$ cat config.mk
export PLATFORM = sky130hd
export DESIGN_NAME = uart_rx_flat
export DESIGN_NICKNAME = d
export VERILOG_FILES = /design/src/rtl/uart_rx_if.sv /design/src/rtl/uart_rx.sv /design/src/flat_wrapper.sv
export SDC_FILE = /design/constraint.sdc
export NUM_CORES = 1
export LEC_CHECK = 0
export CAP_MARGIN = 15
export CORE_ASPECT_RATIO = 1.75
export CORE_UTILIZATION = 50
export DETAILED_ROUTE_END_ITERATION = 10
export GPL_TIMING_DRIVEN = 0
export PLACE_DENSITY = 0.71
export SLEW_MARGIN = 20
export SYNTH_ARGS = -nofsm -noshare
export SYNTH_HDL_FRONTEND = slang
export SYNTH_SLANG_ARGS = --single-unit
$ cat constraint.sdc
create_clock -name CLK -period 6.1 [get_ports CLK]
set_input_delay 1.22 -clock CLK [delete_from_list [all_inputs] [get_ports CLK]]
set_output_delay 1.22 -clock CLK [all_outputs]
set_load 0.05 [all_outputs]
$ cat src/rtl/uart_rx_if.sv
// Bundles the uart_rx serial input, frame configuration and received-byte outputs.
// The slave modport is the receiver's view; master is the system/driver side.
interface uart_rx_if #(
  parameter int unsigned DATA_WIDTH = 8,
  parameter int unsigned PRESCALE_W = 6
);

  logic                  RX_IN;
  logic                  PAR_EN;
  logic                  PAR_TYP;
  logic [PRESCALE_W-1:0] PRESCALE;
  logic [DATA_WIDTH-1:0] P_DATA;
  logic                  DATA_VALID;
  logic                  PAR_ERR;
  logic                  STP_ERR;

  modport master (
    output RX_IN,
    output PAR_EN,
    output PAR_TYP,
    output PRESCALE,
    input  P_DATA,
    input  DATA_VALID,
    input  PAR_ERR,
    input  STP_ERR
  );

  modport slave (
    input  RX_IN,
    input  PAR_EN,
    input  PAR_TYP,
    input  PRESCALE,
    output P_DATA,
    output DATA_VALID,
    output PAR_ERR,
    output STP_ERR
  );

endinterface

$ cat src/rtl/uart_rx.sv
// UART receiver: oversampled start detect, 3-sample majority vote, LSB-first data,
// optional parity and stop check. Define UART_RX_SYNC_EN to add a 2-flop RX_IN synchroniser.
module uart_rx #(
  parameter int unsigned DATA_WIDTH = 8,
  parameter int unsigned PRESCALE_W = 6
) (
  input logic      CLK,
  input logic      RST,
  uart_rx_if.slave bus
);

  localparam int unsigned CntW    = 6;
  localparam int unsigned BitCntW = $clog2(DATA_WIDTH + 1);
  localparam logic [BitCntW-1:0] LastBit = BitCntW'(DATA_WIDTH - 1);

  typedef enum logic [2:0] {StIdle, StStart, StData, StParity, StStop} state_e;

  state_e                state_q, state_d;
  logic [CntW-1:0]       edge_cnt_q, edge_cnt_d;
  logic [BitCntW-1:0]    bit_cnt_q, bit_cnt_d;
  logic [CntW-1:0]       p_q, p_d;
  logic                  par_en_q, par_en_d;
  logic                  par_typ_q, par_typ_d;
  logic [2:0]            samples_q, samples_d;
  logic                  vote_q, vote_d;
  logic [DATA_WIDTH-1:0] shift_q, shift_d;
  logic                  par_bad_q, par_bad_d;
  logic [DATA_WIDTH-1:0] p_data_q, p_data_d;
  logic                  data_valid_q, data_valid_d;
  logic                  par_err_q, par_err_d;
  logic                  stp_err_q, stp_err_d;

  logic                  rx;
  logic [CntW-1:0]       p_sel;
  logic [CntW-1:0]       half;
  logic                  last_edge;
  logic                  sample_en;
  logic                  vote_en;
  logic                  start_det;
  logic                  par_exp;

`ifdef UART_RX_SYNC_EN
  logic [1:0] sync_q;

  // Reset to 1 so the idle line is not mistaken for a start bit after reset.
  always_ff @(posedge CLK or negedge RST) begin
    if (!RST) begin
      sync_q <= 2'b11;
    end else begin
      sync_q <= {sync_q[0], bus.RX_IN};
    end
  end

  assign rx = sync_q[1];
`else
  assign rx = bus.RX_IN;
`endif

  always_comb begin
    p_sel = CntW'(8);
    if (bus.PRESCALE == PRESCALE_W'(16)) begin
      p_sel = CntW'(16);
    end else if (bus.PRESCALE == PRESCALE_W'(32)) begin
      p_sel = CntW'(32);
    end
  end

  assign half      = p_q >> 1;
  assign last_edge = (edge_cnt_q == p_q - CntW'(1));
  assign sample_en = (edge_cnt_q == half - CntW'(1)) || (edge_cnt_q == half) ||
                     (edge_cnt_q == half + CntW'(1));
  assign vote_en   = (edge_cnt_q == half + CntW'(2));
  assign start_det = (state_q == StIdle) && !rx;
  assign par_exp   = (^shift_q) ^ par_typ_q;

  // State register.
  always_ff @(posedge CLK or negedge RST) begin
    if (!RST) begin
      state_q <= StIdle;
    end else begin
      state_q <= state_d;
    end
  end

  // Next-state logic.
  always_comb begin
    state_d = state_q;
    unique case (state_q)
      StIdle: begin
        if (!rx) state_d = StStart;
      end
      StStart: begin
        // A start bit that votes 1 was a glitch; drop it silently.
        if (last_edge) state_d = vote_q ? StIdle : StData;
      end
      StData: begin
        if (last_edge && (bit_cnt_q == LastBit)) state_d = par_en_q ? StParity : StStop;
      end
      StParity: begin
        if (last_edge) state_d = StStop;
      end
      StStop: begin
        if (last_edge) state_d = StIdle;
      end
      default: state_d = StIdle;
    endcase
  end

  // Counters, sampling, datapath and registered-output next values.
  always_comb begin
    edge_cnt_d   = edge_cnt_q;
    bit_cnt_d    = bit_cnt_q;
    p_d          = p_q;
    par_en_d     = par_en_q;
    par_typ_d    = par_typ_q;
    samples_d    = samples_q;
    vote_d       = vote_q;
    shift_d      = shift_q;
    par_bad_d    = par_bad_q;
    p_data_d     = p_data_q;
    data_valid_d = 1'b0;
    par_err_d    = 1'b0;
    stp_err_d    = 1'b0;

    if (state_q == StIdle) begin
      // The cycle the line is first seen low is edge 0 of the start bit.
      edge_cnt_d = start_det ? CntW'(1) : '0;
    end else begin
      edge_cnt_d = last_edge ? '0 : edge_cnt_q + CntW'(1);
    end

    if (start_det) begin
      p_d       = p_sel;
      par_en_d  = bus.PAR_EN;
      par_typ_d = bus.PAR_TYP;
      par_bad_d = 1'b0;
      bit_cnt_d = '0;
    end

    if ((state_q != StIdle) && sample_en) begin
      samples_d = {samples_q[1:0], rx};
    end

    if ((state_q != StIdle) && vote_en) begin
      vote_d = (samples_q[0] & samples_q[1]) | (samples_q[0] & samples_q[2]) |
               (samples_q[1] & samples_q[2]);
    end

    if (last_edge) begin
      unique case (state_q)
        StData: begin
          shift_d   = {vote_q, shift_q[DATA_WIDTH-1:1]};
          bit_cnt_d = (bit_cnt_q == LastBit) ? '0 : bit_cnt_q + BitCntW'(1);
        end
        StParity: begin
          if (vote_q != par_exp) begin
            par_err_d = 1'b1;
            par_bad_d = 1'b1;
          end
        end
        StStop: begin
          if (!vote_q) begin
            stp_err_d = 1'b1;
          end else if (!par_bad_q) begin
            data_valid_d = 1'b1;
            p_data_d     = shift_q;
          end
        end
        default: ;
      endcase
    end
  end

  always_ff @(posedge CLK or negedge RST) begin
    if (!RST) begin
      edge_cnt_q   <= '0;
      bit_cnt_q    <= '0;
      p_q          <= CntW'(8);
      par_en_q     <= 1'b0;
      par_typ_q    <= 1'b0;
      samples_q    <= '0;
      vote_q       <= 1'b0;
      shift_q      <= '0;
      par_bad_q    <= 1'b0;
      p_data_q     <= '0;
      data_valid_q <= 1'b0;
      par_err_q    <= 1'b0;
      stp_err_q    <= 1'b0;
    end else begin
      edge_cnt_q   <= edge_cnt_d;
      bit_cnt_q    <= bit_cnt_d;
      p_q          <= p_d;
      par_en_q     <= par_en_d;
      par_typ_q    <= par_typ_d;
      samples_q    <= samples_d;
      vote_q       <= vote_d;
      shift_q      <= shift_d;
      par_bad_q    <= par_bad_d;
      p_data_q     <= p_data_d;
      data_valid_q <= data_valid_d;
      par_err_q    <= par_err_d;
      stp_err_q    <= stp_err_d;
    end
  end

  // Output logic.
  always_comb begin
    bus.P_DATA     = p_data_q;
    bus.DATA_VALID = data_valid_q;
    bus.PAR_ERR    = par_err_q;
    bus.STP_ERR    = stp_err_q;
  end

endmodule

$ cat src/flat_wrapper.sv
// flat-port wrapper written by rule: the top's interface ports become plain ports
module uart_rx_flat 
#(
  parameter int unsigned DATA_WIDTH = 8,
  parameter int unsigned PRESCALE_W = 6
)
  (CLK, RST, bus_RX_IN, bus_PAR_EN, bus_PAR_TYP, bus_PRESCALE, bus_P_DATA, bus_DATA_VALID, bus_PAR_ERR, bus_STP_ERR);
  uart_rx_if #(.DATA_WIDTH(DATA_WIDTH), .PRESCALE_W(PRESCALE_W)) bus_i ();
  input logic CLK;
  input logic RST;
  input wire logic [$bits(bus_i.RX_IN)-1:0] bus_RX_IN;
  input wire logic [$bits(bus_i.PAR_EN)-1:0] bus_PAR_EN;
  input wire logic [$bits(bus_i.PAR_TYP)-1:0] bus_PAR_TYP;
  input wire logic [$bits(bus_i.PRESCALE)-1:0] bus_PRESCALE;
  output wire logic [$bits(bus_i.P_DATA)-1:0] bus_P_DATA;
  output wire logic [$bits(bus_i.DATA_VALID)-1:0] bus_DATA_VALID;
  output wire logic [$bits(bus_i.PAR_ERR)-1:0] bus_PAR_ERR;
  output wire logic [$bits(bus_i.STP_ERR)-1:0] bus_STP_ERR;
  assign bus_i.RX_IN = bus_RX_IN;
  assign bus_i.PAR_EN = bus_PAR_EN;
  assign bus_i.PAR_TYP = bus_PAR_TYP;
  assign bus_i.PRESCALE = bus_PRESCALE;
  assign bus_P_DATA = bus_i.P_DATA;
  assign bus_DATA_VALID = bus_i.DATA_VALID;
  assign bus_PAR_ERR = bus_i.PAR_ERR;
  assign bus_STP_ERR = bus_i.STP_ERR;
  uart_rx #(.DATA_WIDTH(DATA_WIDTH), .PRESCALE_W(PRESCALE_W)) u_core (.CLK(CLK), .RST(RST), .bus(bus_i));
endmodule
==> flow_metrics.tcl, run 1 <==
set metrics [dict create \
    status "completed" \
    final_max_slew_viol_count 0 \
    initial_core_util_pct 52.7 \
    fin_util_pct 61.9 \
    cts_resized 0 \
    ys_seq_area_share_pct 47.6 \
    dpl.hpwl_mm 3.43 \
    max_slew_margin_pct 52.6 \
    hold_slack_ns 0.518 \
    nFillCells 344 \
    die_h_um 89.9 \
    setup_slack_ns 3.42 \
    fin_crit_ns 2.68 \
    place_area_mm2 0.00250 \
    worstReg2RegEnd "u_core.bus.P_DATA[1]" \
    syn_inst 194 \
    reg2reg_slack_ns 3.44 \
    areaGrowthSynthToFinish_pct 17.4 \
    ant_nets 0 \
    io_pins 22 \
    crit_slowest_cell "clkdlybuf4s50_1" \
    finalClockSkew_ns 0.00805 \
    grt_pass1_vias 1715 \
    clock_latency_ns 0.29 \
    crit_chain "clkdlybuf4s50_1" \
    via_per_inst 5.78 \
    fmax_mhz 373 \
    finalInstanceArea_mm2 0.00259 \
    grt_antenna_before_repair 0 \
    grt_pass1_wl_mm 7.85 \
    crit_family "buffers and inverters" \
    worstSetupStartpoint "u_core.bus.P_DATA[2]" \
    regToRegStartpoint "u_core.p_q[3]" \
    max_cap_viol_count 0 \
    postSynth.asyncResetShare_pct 100 \
    numPortBuffers 21 \
    slowest_delay_ns 0.81 \
    coreArea_mm2 0.00419 \
    synth-seq-cells 42 \
    clkSlewWorstSetupHoldPaths_ns 0.08 \
    synth_top_area_share_pct 46.5 \
    powerDensity_mw_per_mm2 184 \
    tightest_slew_ns 0.704 \
    cts_tree "done" \
    drt_iter0_drc 26 \
    crit_type "register to output port" \
    globalRouteOverflowTotal 0 \
    gp_congestion 0.746 \
    end_kind "output port" \
    syn_area_mm2 0.00221 \
    path_max_fanout 2 \
    rsz0062_at_grt "no" \
    rows 31 \
    die-area_mm2 0.00470 \
    setup_viol 0 \
    clk_path_buf_depth 2 \
    wl_per_cell_um 16.8 \
    yosys-top-cells-area "dfrtp_1 (46%), mux2_2 (9.2%), xor2_1 (3.6%)" \
    syn-num-nets 211 \
    r2r.worst_path.cells 7 \
    finalHoldViolCount 0 \
    layout_commonest_cell "dfrtp_1" \
    crit_buf_inv 1 \
    cp.depth 1 \
    die_w_um 52.2 \
    drive_gt1_share_pct 19.6 \
    critPathLaunchType "register" \
    grt_usage_pct 22.2 \
    ctsHoldBuffers 0 \
    grt_start_max_net_pins 25 \
    synth_top_area_cell "dfrtp_1" \
    cts-root-buf "clkbuf_8" \
    postCtsSetupBuffers 0 \
    pre_cts_slack_ns 3.38 \
    synthDistinctLibCells 43 \
    avgSynthCellArea_um2 11.4 \
    nets 240 \
    cp-endpoint "bus_P_DATA[2]" \
    yosys_warnings 0 \
    worstPathArrival_ns 1.46 \
    drc_errors 0 \
    fin_tns_setup_ns 0 \
    min_path_type "register to register" \
    period_share_pct 44.0 \
    ys.flop_type "dfrtp_1" \
    cts_buffers 5 \
    cts_max_level 2 \
    max-vdd-ir-drop_mv 0.226 \
    drt-total-wl_mm 4.58 \
    required_ns 4.88 \
    vias 1579 \
    clock_sinks 42 \
    synth_edf_count 0 \
    power_leakage_nw 1.14 \
    firstDrtPassIters 4 \
    num_antenna_cells 0 \
    layout_common_cells "dfrtp_1 (41), clkdlybuf4s50_1 (20), mux2_2 (18)" \
]
synth_stat cells (all sizes together) (2+ instances only):
| library cell | number |
|---|---|
| a211oi | 2 |
| a31o | 2 |
| a31oi | 2 |
| a32oi | 3 |
| and2 | 5 |
| and3 | 2 |
| buf | 3 |
| clkbuf | 6 |
| dfrtp | 41 |
| ha | 6 |
| inv | 5 |
| mux2 | 18 |
| nand2 | 14 |
| nand2b | 6 |
| nand3 | 8 |
| nor2 | 10 |
| nor3 | 3 |
| nor4 | 3 |
| o211ai | 4 |
| o21ai | 10 |
| o31ai | 2 |
| or2 | 2 |
| or3 | 3 |
| or4 | 3 |
| xnor2 | 8 |
| xnor3 | 2 |
| xor2 | 9 |
routing by layer:
layer  GRT usage, %  vias to the layer above  share of wire [%]
li1               -                      747                  -
met1           26.1                      788                 39
met2           37.5                       32                 55
met3           4.23                       12                3.0
met4           10.3                        0                2.8
met5              0                        -                  0
through the flow:
stage	cells	total power [W]
final	273	0.000477
after global routing	273	0.000493
after CTS	273	0.000482
after detailed placement	265	0.000304
after global placement	264	0.000301
after floorplan	194	0.000289
cell families (layout without fill, tap and decap cells):
| kind of cell | after synthesis | count (layout) | synth area share, % |
|---|---|---|---|
| simple gates | 63 | 63 | 16.0 |
| flops | 42 | 42 | 47.6 |
| compound gates | 30 | 30 | 9.24 |
| xor+xnor | 20 | 20 | 10.0 |
| mux | 18 | 18 | 9.18 |
| buf+inv | 14 | 44 | 4.08 |
| fa+ha+maj | 7 | 7 | 3.85 |
flip-flops by register name, indices dropped and copies added (netlist names):
register and flops:
u_core.state_q 3, u_core.bus.PAR_ERR 1, u_core.bus.DATA_VALID 1, u_core.par_bad_q 1, u_core.bus.P_DATA 8, u_core.edge_cnt_q 6
u_core.bit_cnt_q 4, u_core.samples_q 3, u_core.vote_q 1, u_core.shift_q 8, u_core.par_typ_q 1, u_core.p_q 3
u_core.bus.STP_ERR 1, u_core.par_en_q 1
power by group:
group	leakage [nW]	internal [W]	total (W)	switching, W
sequential	0.538	0.000279	0.000280	0.00000104
combinational	0.561	0.00000917	0.0000178	0.00000864
clock	0.0441	0.0000804	0.000179	0.0000988
final cells by class:
type	instances	area (um^2)	share of cell area, %
Multi-Input combinational cell	138	1070	41.1
Sequential cell	42	1050	40.6
Timing Repair Buffer	22	233	8.98
Buffer	9	71.3	2.75
Clock buffer	5	68.8	2.65
Tap cell	49	61.3	2.36
Clock inverter	3	21.3	0.820
Inverter	5	18.8	0.724
worst min-delay path by stage:
stage	from	end	cells after the start
2_1_floorplan	u_core.vote_q	u_core.bus.STP_ERR	1
3_3_place_gp	u_core.bus.P_DATA[2]	u_core.bus.P_DATA[2]	1
3_5_place_dp	u_core.bus.P_DATA[3]	u_core.bus.P_DATA[3]	1
4_1_cts	u_core.bus.P_DATA[3]	u_core.bus.P_DATA[3]	1
5_1_grt	u_core.bus.P_DATA[7]	u_core.bus.P_DATA[7]	1
6_report	u_core.bus.P_DATA[3]	u_core.bus.P_DATA[3]	1
No activity file was read; power rests on OpenSTA's default activity.
==> inputs of run 2 (changes only) <==
--- a/config.mk
+++ b/config.mk
@@ -10,7 +10,7 @@
 export CORE_UTILIZATION = 50
 export DETAILED_ROUTE_END_ITERATION = 10
 export GPL_TIMING_DRIVEN = 0
-export PLACE_DENSITY = 0.71
+export PLACE_DENSITY = 0.74
 export SLEW_MARGIN = 20
 export SYNTH_ARGS = -nofsm -noshare
 export SYNTH_HDL_FRONTEND = slang
==> constraint.sdc (replaced) <==
create_clock -name CLK -period 2.2 [get_ports CLK]
set_input_delay 0.44 -clock CLK [delete_from_list [all_inputs] [get_ports CLK]]
set_output_delay 0.44 -clock CLK [all_outputs]
set_load 0.05 [all_outputs]
==> run 2 against run 1 <==
Effect of this change: clock skew up 0.0036 ns; power rose to 2.7 times the previous value; setup slack worse by 3.3 ns; first-iteration DRC count increased by 62%.
==> flow_metrics.tcl, run 2 (synthesis results as in run 1) <==
set metrics [dict create \
    worstPathArrival_ns 2.33 \
    hold_slack_ns 0.151 \
    grt_pass1_wl_mm 7.47 \
    max-vdd-ir-drop_mv 0.491 \
    intPower_w 0.00102 \
    globalRouteOverflowTotal 0 \
    crit_buf_inv 2 \
    die_w_um 52.2 \
    slowest_delay_ns 0.55 \
    drc_errors 0 \
    gp_congestion 0.825 \
    dp.cells 265 \
    numPortBuffers 21 \
    p_sw_w 0.000284 \
    ant_nets 0 \
    dpl.hpwl_mm 3.10 \
    drt-total-wl_mm 4.34 \
    io_pins 22 \
    clkSlewWorstSetupHoldPaths_ns 0.08 \
    vias 1580 \
    clock_latency_ns 0.29 \
    grt_start_max_net_pins 25 \
    coreArea_mm2 0.00419 \
    crit_slowest_cell "dfstp_2" \
    max_slew_margin_pct 53.8 \
    ctsHoldBuffers 0 \
    grt_pass1_vias 1639 \
    layout_common_cells "dfrtp_1 (41), clkdlybuf4s50_1 (20), mux2_2 (18)" \
    finalHoldViolCount 0 \
    fin_crit_ns 2.12 \
    die_h_um 89.9 \
    end_kind "register" \
    status "completed" \
    clock_power_share_pct 36.6 \
    period_share_pct 96.3 \
    p_total_w 0.00130 \
    final_max_slew_viol_count 0 \
    path_max_fanout 5 \
    fin_util_pct 63.6 \
    power_frac_comb_pct 3.9 \
    areaGrowthSynthToFinish_pct 20.7 \
    power_frac_seq_pct 59.5 \
    cts_max_level 2 \
    crit_chain "inv_1 -> ha_4 -> xor2_2 -> nand4_2 -> buf_6 -> or4_1 -> a31oi_1" \
    firstDrtPassIters 4 \
    clock_sinks 42 \
    stdcell_count 279 \
    setup_slack_ns 0.0823 \
    crit_type "register to register" \
    min_path_type "input port to async pin" \
    p_sw_share_pct 21.8 \
    rsz0062_at_grt "no" \
    finalClockSkew_ns 0.0117 \
    grt_antenna_before_repair 0 \
    initial_core_util_pct 52.7 \
    tightest_slew_ns 0.687 \
    via_per_inst 5.66 \
    required_ns 2.41 \
    layout_commonest_cell "dfrtp_1" \
    nets 246 \
    max_cap_viol_count 0 \
    powerDensity_mw_per_mm2 489 \
    cts-root-buf "clkbuf_8" \
    power_leakage_nw 1.18 \
    drive_gt1_share_pct 23.5 \
    critPathLaunchType "register" \
    wl_per_cell_um 15.6 \
    fmax_mhz 472 \
    cts_tree "done" \
    drt_iter0_drc 42 \
    num_antenna_cells 0 \
    setup_viol 0 \
    grt_usage_pct 21.2 \
    clk_path_buf_depth 2 \
    die-area_mm2 0.00470 \
    cts_buffers 5 \
    pre_cts_slack_ns -0.216 \
    rows 31 \
    crit_family "simple AND/OR/NAND/NOR gates" \
]
==> run 2: power groups by stage <==
stage               combinational [W]  clock [W]  sequential [W]
floorplan                   0.0000106          0        0.000790
global placement            0.0000457          0        0.000791
detailed placement          0.0000513          0        0.000791
CTS                         0.0000515   0.000493        0.000775
global route                0.0000566   0.000522        0.000776
finish                      0.0000502   0.000477        0.000776
==> run 2: metrics by stage <==
stage          TNS (ns)  instance area, um^2
2_1_floorplan         0                 2230
3_3_place_gp     -20.29                 2500
3_5_place_dp      -2.75                 2520
4_1_cts               0                 2660
5_1_grt               0                 2670
6_report              0                 2670
==> run 2: worst register-to-register path, delay by kind of cell (launching register included) <==
kind,cells,cell delay [ns]
AO/OA/AOI/OAI,1,0.16
XOR/XNOR,1,0.16
adder cells (fa/ha/maj),1,0.28
buffers and inverters,2,0.23
flip-flops,1,0.55
AND/OR/NAND/NOR,2,0.65
==> run 2: timing repair <==
action,in CTS,in global routing
endpoints found under the setup margin,20,15
gates cloned,1,0
pin swaps,5,1
buffers inserted,6,0
resized for setup,5,1
==> run 2: worst paths after layout <==
kind | startpoint | end | slack [ns] | depth (start not counted)
setup / recovery | u_core.p_q[3] | u_core.state_q[0] | 0.08 | 7
hold / removal | RST | u_core.p_q[5] | 0.15 | 1
setup reg to reg | u_core.p_q[3] | u_core.state_q[0] | 0.08 | 7
hold reg to reg | u_core.bus.P_DATA[2] | u_core.bus.P_DATA[2] | 0.51 | 1
max in group asynchronous | RST | u_core.p_q[3] | 1.46 | 2
min in group CLK | u_core.bus.P_DATA[2] | u_core.bus.P_DATA[2] | 0.51 | 1
==> run 2: layer usage <==
layer / vias up / track usage [%] / part of all wire [%]
li1: 761 / - / -
met1: 789 / 24.1 / 40
met2: 23 / 37.8 / 57
met3: 7 / 2.88 / 2.2
met4: 0 / 8.99 / 1.4
met5: - / 0 / 0
==> run 2: area by class of cell <==
type                            count  area [um^2]
Inverter                            5         18.8
Timing Repair Buffer               29          289
Buffer                              8         66.3
Clock buffer                        6         72.6
Multi-Input combinational cell    138         1100
Fill cell                         344         1520
Sequential cell                    42         1050
Tap cell                           49         61.3
Clock inverter                      2         10.0
==> inputs of run 3 (changes only) <==
--- a/config.mk
+++ b/config.mk
@@ -7,6 +7,7 @@
 export LEC_CHECK = 0
 export CAP_MARGIN = 15
 export CORE_ASPECT_RATIO = 1.75
+export CORE_MARGIN = 3
 export CORE_UTILIZATION = 50
 export DETAILED_ROUTE_END_ITERATION = 10
 export GPL_TIMING_DRIVEN = 0
==> run 3 against run 2 <==
Effect of this change: critical path depth unchanged; worst hold slack got worse by 0.054 ns; clock skew decreased by 0.0022 ns; global-route usage decreased by 2.5 points; maximum frequency decreased by 0.39%; design area increased by 4.3%; non-clock buffer count increased by 1; first-iteration DRC count decreased by 50%.
==> flow_metrics.tcl, run 3 (synthesis results as in run 1) <==
set metrics [dict create \
    vias 1608 \
    power_leakage_nw 1.21 \
    max_slew_margin_pct 55.4 \
    critPathLaunchType "register" \
    firstDrtPassIters 4 \
    num_antenna_cells 0 \
    setup_viol 0 \
    cts_buffers 5 \
    gp_congestion 0.782 \
    layout_commonest_cell "dfrtp_1" \
    worstSetupStartpoint "u_core.p_q[3]" \
    tightest_slew_ns 0.663 \
    die_h_um 93.9 \
    clock_sinks 42 \
    areaGrowthSynthToFinish_pct 25.9 \
    rsz0062_at_grt "yes" \
    cts_max_level 2 \
    grt_pass1_wl_mm 7.69 \
    setup_slack_ns 0.0740 \
    cts-root-buf "clkbuf_8" \
    layout_common_cells "dfrtp_1 (40), clkdlybuf4s50_1 (20), nand2_1 (13)" \
    crit_type "register to register" \
    die-area_mm2 0.00528 \
    finalClockSkew_ns 0.00944 \
    io_pins 22 \
    grt_usage_pct 18.7 \
    drc_errors 0 \
    worstPathArrival_ns 2.32 \
    worstReg2RegEnd "u_core.bus.P_DATA[4]" \
    rows 31 \
    dpl.hpwl_mm 3.20 \
    numPortBuffers 21 \
    status "completed" \
    powerDensity_mw_per_mm2 519 \
    max_cap_viol_count 0 \
    die_w_um 56.2 \
    clkSlewWorstSetupHoldPaths_ns 0.09 \
    fmax_mhz 470 \
    coreArea_mm2 0.00419 \
    pre_cts_slack_ns -0.221 \
    grt_pass1_vias 1631 \
    via_per_inst 5.74 \
    drive_gt1_share_pct 25.5 \
    drt-total-wl_mm 4.55 \
    wl_per_cell_um 16.2 \
    grt_start_max_net_pins 23 \
    regToRegStartpoint "u_core.p_q[3]" \
    end_kind "register" \
    p_total_w 0.00144 \
    period_share_pct 96.6 \
    drt_iter0_drc 21 \
    max-vdd-ir-drop_mv 0.431 \
    nets 247 \
    min_path_type "input port to async pin" \
    clock_latency_ns 0.30 \
    initial_core_util_pct 52.7 \
    r2r.worst_path.cells 7 \
    reg2reg_slack_ns 0.07 \
    ant_nets 0 \
    grt_antenna_before_repair 0 \
    final_max_slew_viol_count 0 \
    globalRouteOverflowTotal 0 \
    path_max_fanout 4 \
    finalHoldViolCount 0 \
    cts_tree "done" \
    required_ns 2.39 \
    fin_crit_ns 2.13 \
    clk_path_buf_depth 2 \
]
[run 3: cell types whose count changed in the layout (fill, tap and decap cells not counted), moves of 2 or more]
cell and change:
clkinvlp_4 +2, mux2_4 +8, mux2_2 -8, clkinv_2 -2
[run 3: final cells by class]
cell class                 count  area [um^2]
tap                           49         61.3
buffer                         8         66.3
fill                         350         1410
sequential                    42         1050
clock inverter                 3         45.0
inverter                       5         18.8
multi-input combinational    138         1150
timing repair buffer          30          315
clock buffer                   5         68.8
[run 3: metal layers]
layer | track usage, % | vias to the layer above | part of all wire (%)
met1 | 21.0 | 812 | 40
met2 | 33.2 | 30 | 55
li1 | - | 753 | -
met3 | 3.30 | 13 | 2.7
met5 | 0 | - | 0
met4 | 9.70 | 0 | 2.7
[run 3: stage by stage]
stage               cell area (um^2)  std cells  hold slack [ns]  utilization, %  TNS, ns
floorplan                       2230        194            0.144               -        0
global placement                2500        264            0.491            59.7   -18.89
detailed placement              2520        265            0.440            60.2    -2.52
CTS                             2740        277            0.112            65.5   -0.142
global route                    2780        280            0.123            66.4  -0.0360
finish                          2780        280           0.0970            66.4        0
[run 3: how the worst max path moves through the flow]
stage	cells after the start	to
3_5_place_dp	7	u_core.bus.P_DATA[0]
3_3_place_gp	1	u_core.bus.P_DATA[2]
4_1_cts	7	u_core.bus.P_DATA[4]
2_1_floorplan	8	u_core.state_q[0]
5_1_grt	7	u_core.bus.P_DATA[3]
6_report	7	u_core.bus.P_DATA[4]
[run 3: where the power goes]
part	total (W)	internal [W]	switching, W
registers	0.000776	0.000773	0.00000260
logic	0.0000493	0.0000254	0.0000239
clock network	0.000617	0.000338	0.000279
total	0.00144	0.00114	0.000306
[run 3: worst max-delay path, stage by stage (launching register included)]
cell and delay, ns:
dfstp_2 0.55, inv_2 0.04, ha_4 0.29, xor2_4 0.17, nand4_4 0.15, nor4_4 0.21
bufbuf_16 0.31, mux2_4 0.29
[run 3: what timing repair did]
item | CTS | global route
gates resized for setup | 13 | 4
endpoints found under the setup margin | 18 | 18
hold buffers | 0 | 0
pin swaps | 4 | 3
hold endpoints to repair | 0 | 0
cloned | 1 | 1
setup buffers | 4 | 3
